File: src/rtl/mmcm_sim_multi.sv
// mmcm_sim_multi: cycle-based behavioural model of a multi-output clock manager.
// Derives NUM_OUT divided clocks from CLKIN1. Each channel has its own integer
// divide and phase offset. LOCKED rises after LOCK_CYCLES edges, and every
// output is held low until lock. This is a simulation model only.
// Optional feature: define MMCM_SIM_CE_OUT_EN to add the CLKOUT_CE port. It
// gives a one-cycle pulse per output period, at channel count zero.
module mmcm_sim_multi #(
  parameter int                     NUM_OUT     = 4,
  parameter logic [8*NUM_OUT-1:0]   DIVIDE_VEC  = {8'd8, 8'd6, 8'd4, 8'd2},
  parameter logic [8*NUM_OUT-1:0]   PHASE_VEC   = '0,
  parameter int                     LOCK_CYCLES = 16
) (
  input  logic               CLKIN1,
  input  logic               RST,
  input  logic               PWRDWN,
  output logic [NUM_OUT-1:0] CLKOUT,
`ifdef MMCM_SIM_CE_OUT_EN
  output logic [NUM_OUT-1:0] CLKOUT_CE,
`endif
  output logic               LOCKED
);

  // ---------------------------------------------------------------------------
  // Elaboration-time configuration checks
  // ---------------------------------------------------------------------------
  if (NUM_OUT < 1 || NUM_OUT > 8) begin : g_bad_num_out
    $fatal(1, "mmcm_sim_multi: NUM_OUT must be in 1..8");
  end

  if (LOCK_CYCLES < 1 || LOCK_CYCLES > 65535) begin : g_bad_lock
    $fatal(1, "mmcm_sim_multi: LOCK_CYCLES must be in 1..65535");
  end

  for (genvar c = 0; c < NUM_OUT; c++) begin : g_chk
    if (DIVIDE_VEC[8*c +: 8] < 8'd2) begin : g_bad_div
      $fatal(1, "mmcm_sim_multi: channel divide below 2");
    end
    if (PHASE_VEC[8*c +: 8] >= DIVIDE_VEC[8*c +: 8]) begin : g_bad_phase
      $fatal(1, "mmcm_sim_multi: channel phase not below its divide");
    end
  end

  // ---------------------------------------------------------------------------
  // Helpers
  // ---------------------------------------------------------------------------

  // Next value of a channel phase counter once locked: wrap at divide-1.
  function automatic logic [7:0] cnt_advance(input logic [7:0] cnt,
                                             input logic [7:0] last);
    logic [7:0] nxt;
    if (cnt == last) begin
      nxt = 8'd0;
    end else begin
      nxt = cnt + 8'd1;
    end
    return nxt;
  endfunction

  // Saturating increment of the lock counter.
  function automatic logic [15:0] lock_advance(input logic [15:0] cnt,
                                               input logic [15:0] tgt);
    logic [15:0] nxt;
    if (cnt >= tgt) begin
      nxt = tgt;
    end else begin
      nxt = cnt + 16'd1;
    end
    return nxt;
  endfunction

  // ---------------------------------------------------------------------------
  // Lock tracking
  // ---------------------------------------------------------------------------
  localparam logic [15:0] LOCK_TGT = LOCK_CYCLES[15:0];

  // RST and PWRDWN have the same effect, so they are merged into one reset.
  logic        rst_s;
  logic [15:0] lock_cnt_r;
  logic [15:0] lock_cnt_nxt_s;
  logic        locked_r;
  logic        locked_nxt_s;

  assign rst_s = RST | PWRDWN;

  // Next lock count. LOCKED rises on the same edge that the count reaches the target.
  always_comb begin
    lock_cnt_nxt_s = lock_advance(lock_cnt_r, LOCK_TGT);
    if (lock_cnt_nxt_s == LOCK_TGT) begin
      locked_nxt_s = 1'b1;
    end else begin
      locked_nxt_s = 1'b0;
    end
  end

  // Lock counter and registered LOCKED. Any reset restarts the full settle wait.
  always_ff @(posedge CLKIN1) begin
    if (rst_s) begin
      lock_cnt_r <= 16'd0;
      locked_r   <= 1'b0;
    end else begin
      lock_cnt_r <= lock_cnt_nxt_s;
      locked_r   <= locked_nxt_s;
    end
  end

  assign LOCKED = locked_r;

  // ---------------------------------------------------------------------------
  // Output channels
  // ---------------------------------------------------------------------------
  for (genvar i = 0; i < NUM_OUT; i++) begin : g_ch
    localparam logic [7:0] DIV_C  = DIVIDE_VEC[8*i +: 8];
    localparam logic [7:0] PH_C   = PHASE_VEC[8*i +: 8];
    localparam logic [7:0] LAST_C = DIV_C - 8'd1;
    localparam logic [7:0] HIGH_C = DIV_C >> 1;   // odd divides bias low

    logic [7:0] cnt_r;
    logic [7:0] cnt_nxt_s;
    logic       clk_r;
    logic       clk_nxt_s;
    logic       ce_r;
    logic       ce_nxt_s;

    // Counter next-state. It parks at the phase offset until lock, so all
    // channels start counting together from the LOCKED edge.
    always_comb begin
      if (locked_r) begin
        cnt_nxt_s = cnt_advance(cnt_r, LAST_C);
      end else begin
        cnt_nxt_s = PH_C;
      end
    end

    // Output levels are taken from the current register values. This makes the
    // first valid level appear one edge after LOCKED and avoids a runt pulse.
    always_comb begin
      if (locked_r) begin
        clk_nxt_s = (cnt_r < HIGH_C);
        ce_nxt_s  = (cnt_r == 8'd0);
      end else begin
        clk_nxt_s = 1'b0;
        ce_nxt_s  = 1'b0;
      end
    end

    // Channel registers. Reset reloads the phase offset and forces outputs low.
    always_ff @(posedge CLKIN1) begin
      if (rst_s) begin
        cnt_r <= PH_C;
        clk_r <= 1'b0;
        ce_r  <= 1'b0;
      end else begin
        cnt_r <= cnt_nxt_s;
        clk_r <= clk_nxt_s;
        ce_r  <= ce_nxt_s;
      end
    end

    assign CLKOUT[i] = clk_r;

`ifdef MMCM_SIM_CE_OUT_EN
    assign CLKOUT_CE[i] = ce_r;
`else
    // Without the CE port the enable register has no load and is trimmed away.
    logic ce_unused_s;
    assign ce_unused_s = ce_r;
`endif
  end

endmodule

File: config.mk
export PLATFORM = sky130hd
export DESIGN_NAME = mmcm_sim_multi
export DESIGN_NICKNAME = d
export VERILOG_FILES = /design/src/rtl/mmcm_sim_multi.sv
export SDC_FILE = /design/constraint.sdc
export NUM_CORES = 1
export LEC_CHECK = 0
export ABC_AREA = 1
export BUFFER_PORTS_ARGS = -buffer_cell sky130_fd_sc_hd__buf_2
export CAP_MARGIN = 20
export CORE_ASPECT_RATIO = 0.75
export CORE_UTILIZATION = 49
export DETAILED_ROUTE_END_ITERATION = 12
export PLACE_DENSITY = 0.69
export SLEW_MARGIN = 20
export SYNTH_ARGS = -nofsm -noshare
export SYNTH_HDL_FRONTEND = slang
export SYNTH_SLANG_ARGS = --single-unit
export TNS_END_PERCENT = 50
File: constraint.sdc
create_clock -name CLKIN1 -period 1.7 [get_ports CLKIN1]
set_clock_uncertainty 0.2 [all_clocks]
set_input_delay 0.085 -clock CLKIN1 [delete_from_list [all_inputs] [get_ports CLKIN1]]
set_output_delay 0.085 -clock CLKIN1 [all_outputs]
set_load 0.1 [all_outputs]
==> results of run 1 <==
[state kept, by name, indices dropped and copies added (netlist names)]
| name | count |
|---|---|
| lock_cnt_r | 16 |
| g_ch.clk_r | 4 |
| g_ch.cnt_r | 32 |
| LOCKED | 1 |
[layer usage]
layer  GRT usage (%)  up-vias  wire, um
met5               0        -         0
met4            3.97        0        18
met3            4.62        2        95
met2            26.8       17      1330
met1            21.2      678      1700
li1                -      857         -
[cell usage in the layout (no fill, tap or decap), types with 2 or more instances in the layout]
cell and n:
nand3b_1 2, xor2_1 8, buf_2 7, nor2_1 42, nand2_1 44, clkbuf_8 6, nand3_1 16, nor3b_1 4
dlygate4sd3_1 2, o21ai_0 3, nand4_1 4, o21ai_2 3, ha_1 9, conb_1 11, dfxtp_1 52, nor3_1 5
nor4_1 6, inv_1 40, a21oi_1 8
[cell families (layout without fill, tap and decap cells)]
kind of cell | Yosys count | count (layout) | share of synthesized area [%]
buf+inv | 45 | 57 | 8.59
xor+xnor | 9 | 9 | 3.66
simple gates | 130 | 130 | 27.5
fa+ha+maj | 9 | 9 | 5.23
other cells | 1 | 11 | 0.174
flops | 53 | 53 | 49.2
compound gates | 18 | 18 | 5.58
[Yosys cell counts, types with 5 or more instances]
cell | count | area [um^2]
dfxtp_1 | 53 | 1060
ha_1 | 9 | 113
nand2_1 | 44 | 165
a21oi_1 | 8 | 40.0
inv_1 | 40 | 150
nor3_1 | 5 | 25.0
nor4_1 | 6 | 37.5
nand3_1 | 16 | 80.1
nor2_1 | 42 | 158
xor2_1 | 8 | 70.1
[stage by stage]
| step | total power, uW | instance area, um^2 | std cells | utilization (%) |
|---|---|---|---|---|
| final | 2020 | 2370 | 342 | 57.5 |
| after global routing | 2130 | 2370 | 342 | 57.5 |
| after CTS | 2060 | 2370 | 342 | 57.5 |
| after detailed placement | 1370 | 2270 | 333 | 54.9 |
| after global placement | 1370 | 2270 | 333 | 54.9 |
| after floorplan | 1360 | 2190 | 275 | - |
[cell type report]
type / count / area [um^2]
Fill cell: 374 / 1760
Sequential cell: 53 / 1060
Multi-Input combinational cell: 177 / 946
Inverter: 41 / 155
Clock buffer: 7 / 86.3
Tap cell: 55 / 68.8
Timing Repair Buffer: 9 / 55.1
[what timing repair did]
| item | in CTS | in global routing |
|---|---|---|
| hold endpoints to repair | 9 | 0 |
| hold buffers | 2 | 0 |
| buffers inserted | 0 | 0 |
[worst max path at each step]
stage / depth (start not counted) / slack [ps] / to / start
2_1_floorplan: 5 / 180 / g_ch[3].cnt_r[5] / LOCKED
3_3_place_gp: 5 / 260 / g_ch[1].cnt_r[7] / g_ch[1].cnt_r[0]
3_5_place_dp: 8 / 240 / g_ch[0].cnt_r[6] / g_ch[0].cnt_r[0]
4_1_cts: 7 / 130 / g_ch[2].cnt_r[5] / PWRDWN
5_1_grt: 7 / 30 / g_ch[1].cnt_r[4] / RST
6_report: 7 / 150 / g_ch[2].cnt_r[5] / PWRDWN
[critical path, cell delays in order]
cell and delay, ps:
dlygate4sd3_1 520, buf_2 120, nor2_2 160, nand2_2 120, clkinv_2 140, o21ai_2 140, nor3_1 270
[power by group]
group | internal, uW | total (uW) | switching (uW)
clock network | 323 | 677 | 353
logic | 18.6 | 72.4 | 53.8
registers | 1260 | 1270 | 9.20
total | 1600 | 2020 | 416
==> run metrics, run 1 <==
setup TNS after final layout=0 ps; Hold EP=g_ch[3].cnt_r[0]; GR Overflow Total=0; root buf cell=clkbuf_8; Static Leak=0.00103 uW; Vias per Instance=4.54; fin crit share=91.1%; Critical Path AT=1550 ps; die area=0.00467 mm^2; Layout area overhead=10.2%; CTS tree=done; antenna violations before repair=0; Die Span X=78.6 um; commonest register cell after synthesis=dfxtp_1; Placer Congestion=0.831; post-synthesis cell count=265; HP Class=reg -> reg; Max Slew Vio Count=0; # rows=20; Resized cells post-CTS=0; synthesized flop and latch total=53; CTS Buffer Depth=2; drt drc=0; Post-synth EDFFs=0; hold path depth=1; Initial Utilization=52.2%; clk sinks=53; largest fanout on the critical path=8; share of cells above drive strength 1=9.06%; total CTS buffers=5; routed via count=1554; worst skew pair latency=290 ps; Peak VDD IR=0.518 mV; DRT iter0 DRCs=64; n_diodes=0; CP Capture Type=flip-flop; max frequency=646 MHz; drt pass-1 iters=4; Routed WL=3140 um; Power Dens Cells=851 mW/mm^2; final setup fails=0; Critical Path RT=1700 ps; Antenna Nets Post-Route=0; H-tree depth=2; chip height=59.4 um; syn avg cell area=8.13 um^2; Total Routing Usage GR=16.3%; Final WS setup=151 ps; largest net degree at the start of global routing=15; clk slew on worst S/H paths=90 ps; r2r endpoint=g_ch[0].cnt_r[6]; Setup crit start kind=input pin; number of global-route vias before repair=1453; outcome=finished clean; sequential share of the synthesized area=49.2%; minimum clock period=1550 ps; synth unique cells=30; Nets=299; Synth Cell Area=0.00215 mm^2; CP Class=in -> reg; Worst Reg-to-Reg Cells=8; final hold violations=0; R2R Setup Slk=220 ps; unrepaired setup endpoints after global routing=false; Setup WS pre-CTS=241 ps; Ys Warns=0; Post-synth ARST share=0%; Reg-to-Reg Start=g_ch[0].cnt_r[0]; core area=0.00413 mm^2; port bufs=7; worst hold slack=265 ps; mean routed wirelength per cell=9.19 um; hold path start=g_ch[3].cnt_r[0]; first-pass GRT wire length=6000 um; hpwl dp=2250 um; max-cap viol count=0; io pins=8
(Power assumes the default switching activity.)
==> inputs of run 2 (changes only) <==
- CORE_ASPECT_RATIO: 0.75 -> 0.6
==> run 2 against run 1 <==
Against the previous run:
- total power is 2.6% higher
- combinational power increased by 0.8%
- routed wire length rose by 5.5%
- cell count grew 1.8%
- die area grew 0.13%
- non-clock buffer count stayed put
- fmax increased by 2.8%
- sequential share of layout area shrank 0.30 points
- sequential cell count unchanged
- hold slack improved by 1.4 ps
- critical path depth up 1
- largest cell class unchanged
==> run metrics, run 2 (synthesis results as in run 1) <==
io pins=8; total CTS buffers=5; Max Slew Vio Count=0; r2r endpoint=g_ch[3].cnt_r[6]; Antenna Nets Post-Route=0; largest fanout on the critical path=7; H-tree depth=2; Peak VDD IR=0.409 mV; outcome=finished clean; root buf cell=clkbuf_8; worst skew pair latency=300 ps; CTS tree=done; Initial Utilization=51.7%; clk slew on worst S/H paths=90 ps; Setup crit start kind=input pin; Die Span X=87.6 um; drt pass-1 iters=4; CTS Buffer Depth=2; fin crit share=88.6%; # rows=18; Critical Path RT=1750 ps; Setup WS pre-CTS=222 ps; HP Class=reg -> reg; max-cap viol count=0; clk sinks=53; core area=0.00417 mm^2; n_diodes=0; minimum clock period=1510 ps; Final WS setup=194 ps; Placer Congestion=0.780; die area=0.00468 mm^2; Crit path largest cell delay=540 ps; biggest regs=g_ch.cnt_r (32), lock_cnt_r (16), g_ch.clk_r (4); Power Dens Cells=867 mW/mm^2; largest net degree at the start of global routing=17; max FFs per register=32; drt drc=0; hpwl dp=2390 um; Slowest cell on crit path=dlygate4sd3_1; Static Leak=0.00103 uW; setup TNS after final layout=0 ps; worst-path cell chain=dlygate4sd3_1 -> buf_2 -> nor2_2 -> nand2_2 -> clkinv_2 -> o21ai_4 -> or2_1 -> inv_1; antenna violations before repair=0; most common cell after layout, fill and taps aside=dfxtp_1; DRT iter0 DRCs=40; R2R Setup Slk=210 ps; hold path start=g_ch[2].cnt_r[7]; Most flops, register=g_ch.cnt_r; unrepaired setup endpoints after global routing=false; commonest cells after routing, fill and taps aside=dfxtp_1, nand2_1, nor2_1, inv_1, nand3_1; Vias per Instance=4.41; number of global-route vias before repair=1299; Hold EP=g_ch[2].cnt_r[7]; final setup fails=0; chip height=53.4 um; Critical Path AT=1550 ps; routed via count=1533; CP Class=in -> reg; Layout area overhead=10.9%; CP Capture Type=flip-flop; GR Overflow Total=0; Nets=299; max frequency=664 MHz; share of cells above drive strength 1=9.72%; mean routed wirelength per cell=9.53 um; DP Cell Count=338; Reg-to-Reg Start=g_ch[3].cnt_r[0]; port bufs=7; first-pass GRT wire length=5730 um; final hold violations=0; Worst Reg-to-Reg Cells=6; Total Routing Usage GR=16.3%; hold path depth=2; Routed WL=3320 um; Finished Layout Cells=348
## run 2: area by class of cell
| cell class | instances | area, um^2 |
|---|---|---|
| timing repair buffer | 9 | 55.1 |
| clock inverter | 2 | 13.8 |
| sequential | 53 | 1060 |
| tap | 60 | 75.1 |
| fill | 379 | 1780 |
| multi-input combinational | 177 | 946 |
| clock buffer | 6 | 82.6 |
| inverter | 41 | 155 |
## run 2: stage by stage
stage               hold slack, ps  power, uW  instance area [um^2]  util (%)
floorplan                     58.9       1360                  2190         -
global placement               171       1370                  2270      54.6
detailed placement             171       1370                  2270      54.6
CTS                            271       2100                  2390      57.4
global route                   302       2160                  2390      57.4
finish                         266       2070                  2390      57.4
## run 2: layer usage
metal | vias up | share of wire [%] | global-route usage [%]
met5 | - | 0 | 0
met2 | 24 | 38 | 23.6
met3 | 2 | 3.4 | 5.15
li1 | 864 | - | -
met4 | 0 | 0.96 | 4.92
met1 | 643 | 57 | 22.9
## run 2: worst max path at each step
stage	slack, ps	endpoint	start
5_1_grt	60	g_ch[1].cnt_r[5]	PWRDWN
3_3_place_gp	250	g_ch[1].cnt_r[6]	g_ch[1].cnt_r[0]
2_1_floorplan	180	g_ch[3].cnt_r[5]	LOCKED
4_1_cts	200	g_ch[3].cnt_r[5]	PWRDWN
3_5_place_dp	220	g_ch[0].cnt_r[6]	g_ch[0].cnt_r[0]
6_report	190	g_ch[3].cnt_r[5]	PWRDWN
## run 2: worst max-delay path, delay by kind of cell
kind                   cells  cell delay, ps
and+or+nand+nor            3             500
AOI/OAI and AO/OA          1             110
buffers and inverters      4             860
## run 2: repair_timing
item | 4_1_cts | 5_1_grt
setup buffers | 0 | 0
hold endpoints to repair | 9 | 0
gates resized for setup | 0 | 0
endpoints found under the setup margin | 0 | 0
hold buffers | 2 | 0
## run 2: where the power goes
group | leakage (uW) | switching [uW] | internal (uW)
Clock | 0.0000512 | 397 | 331
Sequential | 0.000432 | 9.60 | 1260
Combinational | 0.000550 | 54.3 | 18.6
==> inputs of run 3 (changes only) <==
- PLACE_DENSITY: 0.69 -> default
- PLACE_DENSITY_LB_ADDON: default -> 0.3
- SKIP_LAST_GASP: default -> 1
==> run 3 against run 2 <==
Against the previous run:
- global-route usage is 1.3 points higher
- worst setup slack got worse by 11 ps
- sequential power barely moved
- non-clock buffer count unchanged
- sequential cell count did not move
- via count rose by 0.98%
- clock-buffer cell count down 1
- total power fell by 2.4%
- sequential share of layout area is 0.14 points higher
- fmax down 0.72%
==> run metrics, run 3 (synthesis results as in run 1) <==
io pins=8; fill count=376; part of the power in combinational logic=3.6%; DRT iter0 DRCs=70; Initial Utilization=51.7%; max frequency=659 MHz; H-tree depth=2; clk sinks=53; Critical Path AT=1520 ps; commonest cells after routing, fill and taps aside=dfxtp_1, nand2_1, nor2_1, inv_1, nand3_1; Int Pwr=1570 uW; drt pass-1 iters=4; total CTS buffers=5; antenna violations before repair=0; Setup crit start kind=flip-flop; # rows=18; CP Class=reg -> reg; first-pass GRT wire length=6110 um; Max Slew Vio Count=0; Total Routing Usage GR=17.6%; CP Capture Type=flip-flop; Finished Layout Cells=348; drt drc=0; Sw Pwr=457 uW; worst skew pair latency=300 ps; Antenna Nets Post-Route=0; final hold violations=0; CTS Buffer Depth=2; Clock Power Share=33.5%; DP Cell Count=338; Seq pwr share=62.9%; Routed WL=3380 um; biggest regs=g_ch.cnt_r (32), lock_cnt_r (16), g_ch.clk_r (4); Most flops, register=g_ch.cnt_r; Critical Path RT=1710 ps; share of cells above drive strength 1=10.1%; max-cap viol count=0; Placer Congestion=0.810; setup TNS after final layout=0 ps; Power Dens Cells=849 mW/mm^2; sw frac=22.6%; final setup fails=0; n_diodes=0; Peak VDD IR=0.377 mV; Layout area overhead=10.6%; core area=0.00417 mm^2; port bufs=7; largest fanout on the critical path=8; unrepaired setup endpoints after global routing=false; Static Leak=0.00102 uW; clk slew on worst S/H paths=90 ps; most common cell after layout, fill and taps aside=dfxtp_1; Die Span X=87.6 um; die area=0.00468 mm^2; outcome=finished clean; Nets=299; chip height=53.4 um; routed via count=1548; HP Class=reg -> reg; max FFs per register=32; mean routed wirelength per cell=9.72 um; CTS tree=done; number of global-route vias before repair=1414; fin crit share=89.2%; root buf cell=clkbuf_8; hpwl dp=2470 um; minimum clock period=1520 ps; GR Overflow Total=0; Vias per Instance=4.45; largest net degree at the start of global routing=17
-- run 3: cell types whose count changed in the layout (fill, tap and decap cells not counted) --
cell,previous run,this run
clkinv_4,1,0
clkinvlp_4,0,1
clkinv_2,2,3
ha_2,0,1
clkbuf_8,6,5
ha_1,9,8
-- run 3: metrics by stage --
step	total power (uW)	worst slack [ps]	util [%]	hold slack, ps	area, um^2
after floorplan	1360	181	-	58.9	2190
after global placement	1370	245	54.6	169	2270
after detailed placement	1370	212	54.6	174	2270
after CTS	2050	171	57.1	268	2380
after global routing	2110	1.51	57.2	291	2380
final	2020	183	57.2	265	2380
-- run 3: layer usage --
| layer | global-route usage [%] | up-vias | routed length [um] |
|---|---|---|---|
| met3 | 5.30 | 10 | 134 |
| li1 | - | 863 | - |
| met5 | 0 | - | 0 |
| met2 | 22.9 | 26 | 1220 |
| met4 | 8.20 | 0 | 76 |
| met1 | 25.9 | 649 | 1950 |
-- run 3: worst max-delay path, cell delays in order (launching register included) --
cell,delay [ps]
dfxtp_1,390
ha_2,210
nand3_1,110
o21ai_2,320
nand3b_1,160
inv_1,40
-- run 3: area by class of cell --
type | count | area [um^2] | share of cell area, %
multi-input cells | 177 | 948 | 39.8
repair buffers | 9 | 55.1 | 2.31
flip-flops and latches | 53 | 1060 | 44.6
clock buffers | 5 | 68.8 | 2.89
inverters | 41 | 155 | 6.51
clock inverters | 3 | 17.5 | 0.735
well taps | 60 | 75.1 | 3.15
-- run 3: timing repair --
item / CTS / global route
resized for setup: 0 / 1
endpoints found under the hold margin: 9 / 0
hold buffers: 2 / 0
setup endpoints to repair: 0 / 1
buffers inserted: 0 / 0
-- run 3: worst paths after layout --
check | endpoint | slack [ps] | startpoint | depth (start not counted)
setup / recovery | g_ch[1].cnt_r[7] | 180 | g_ch[1].cnt_r[0] | 5
hold / removal | g_ch[2].cnt_r[7] | 260 | g_ch[2].cnt_r[7] | 2
hold reg to reg | g_ch[2].cnt_r[7] | 260 | g_ch[2].cnt_r[7] | 2
setup reg to reg | g_ch[1].cnt_r[7] | 180 | g_ch[1].cnt_r[0] | 5
-- run 3: power groups by stage --
stage,Sequential [uW],Combinational [uW],Clock [uW]
6_report,1270,73.6,677
3_5_place_dp,1300,69.2,0
4_1_cts,1270,73.4,706
2_1_floorplan,1310,50.9,0
3_3_place_gp,1300,68.8,0
5_1_grt,1280,83.0,751
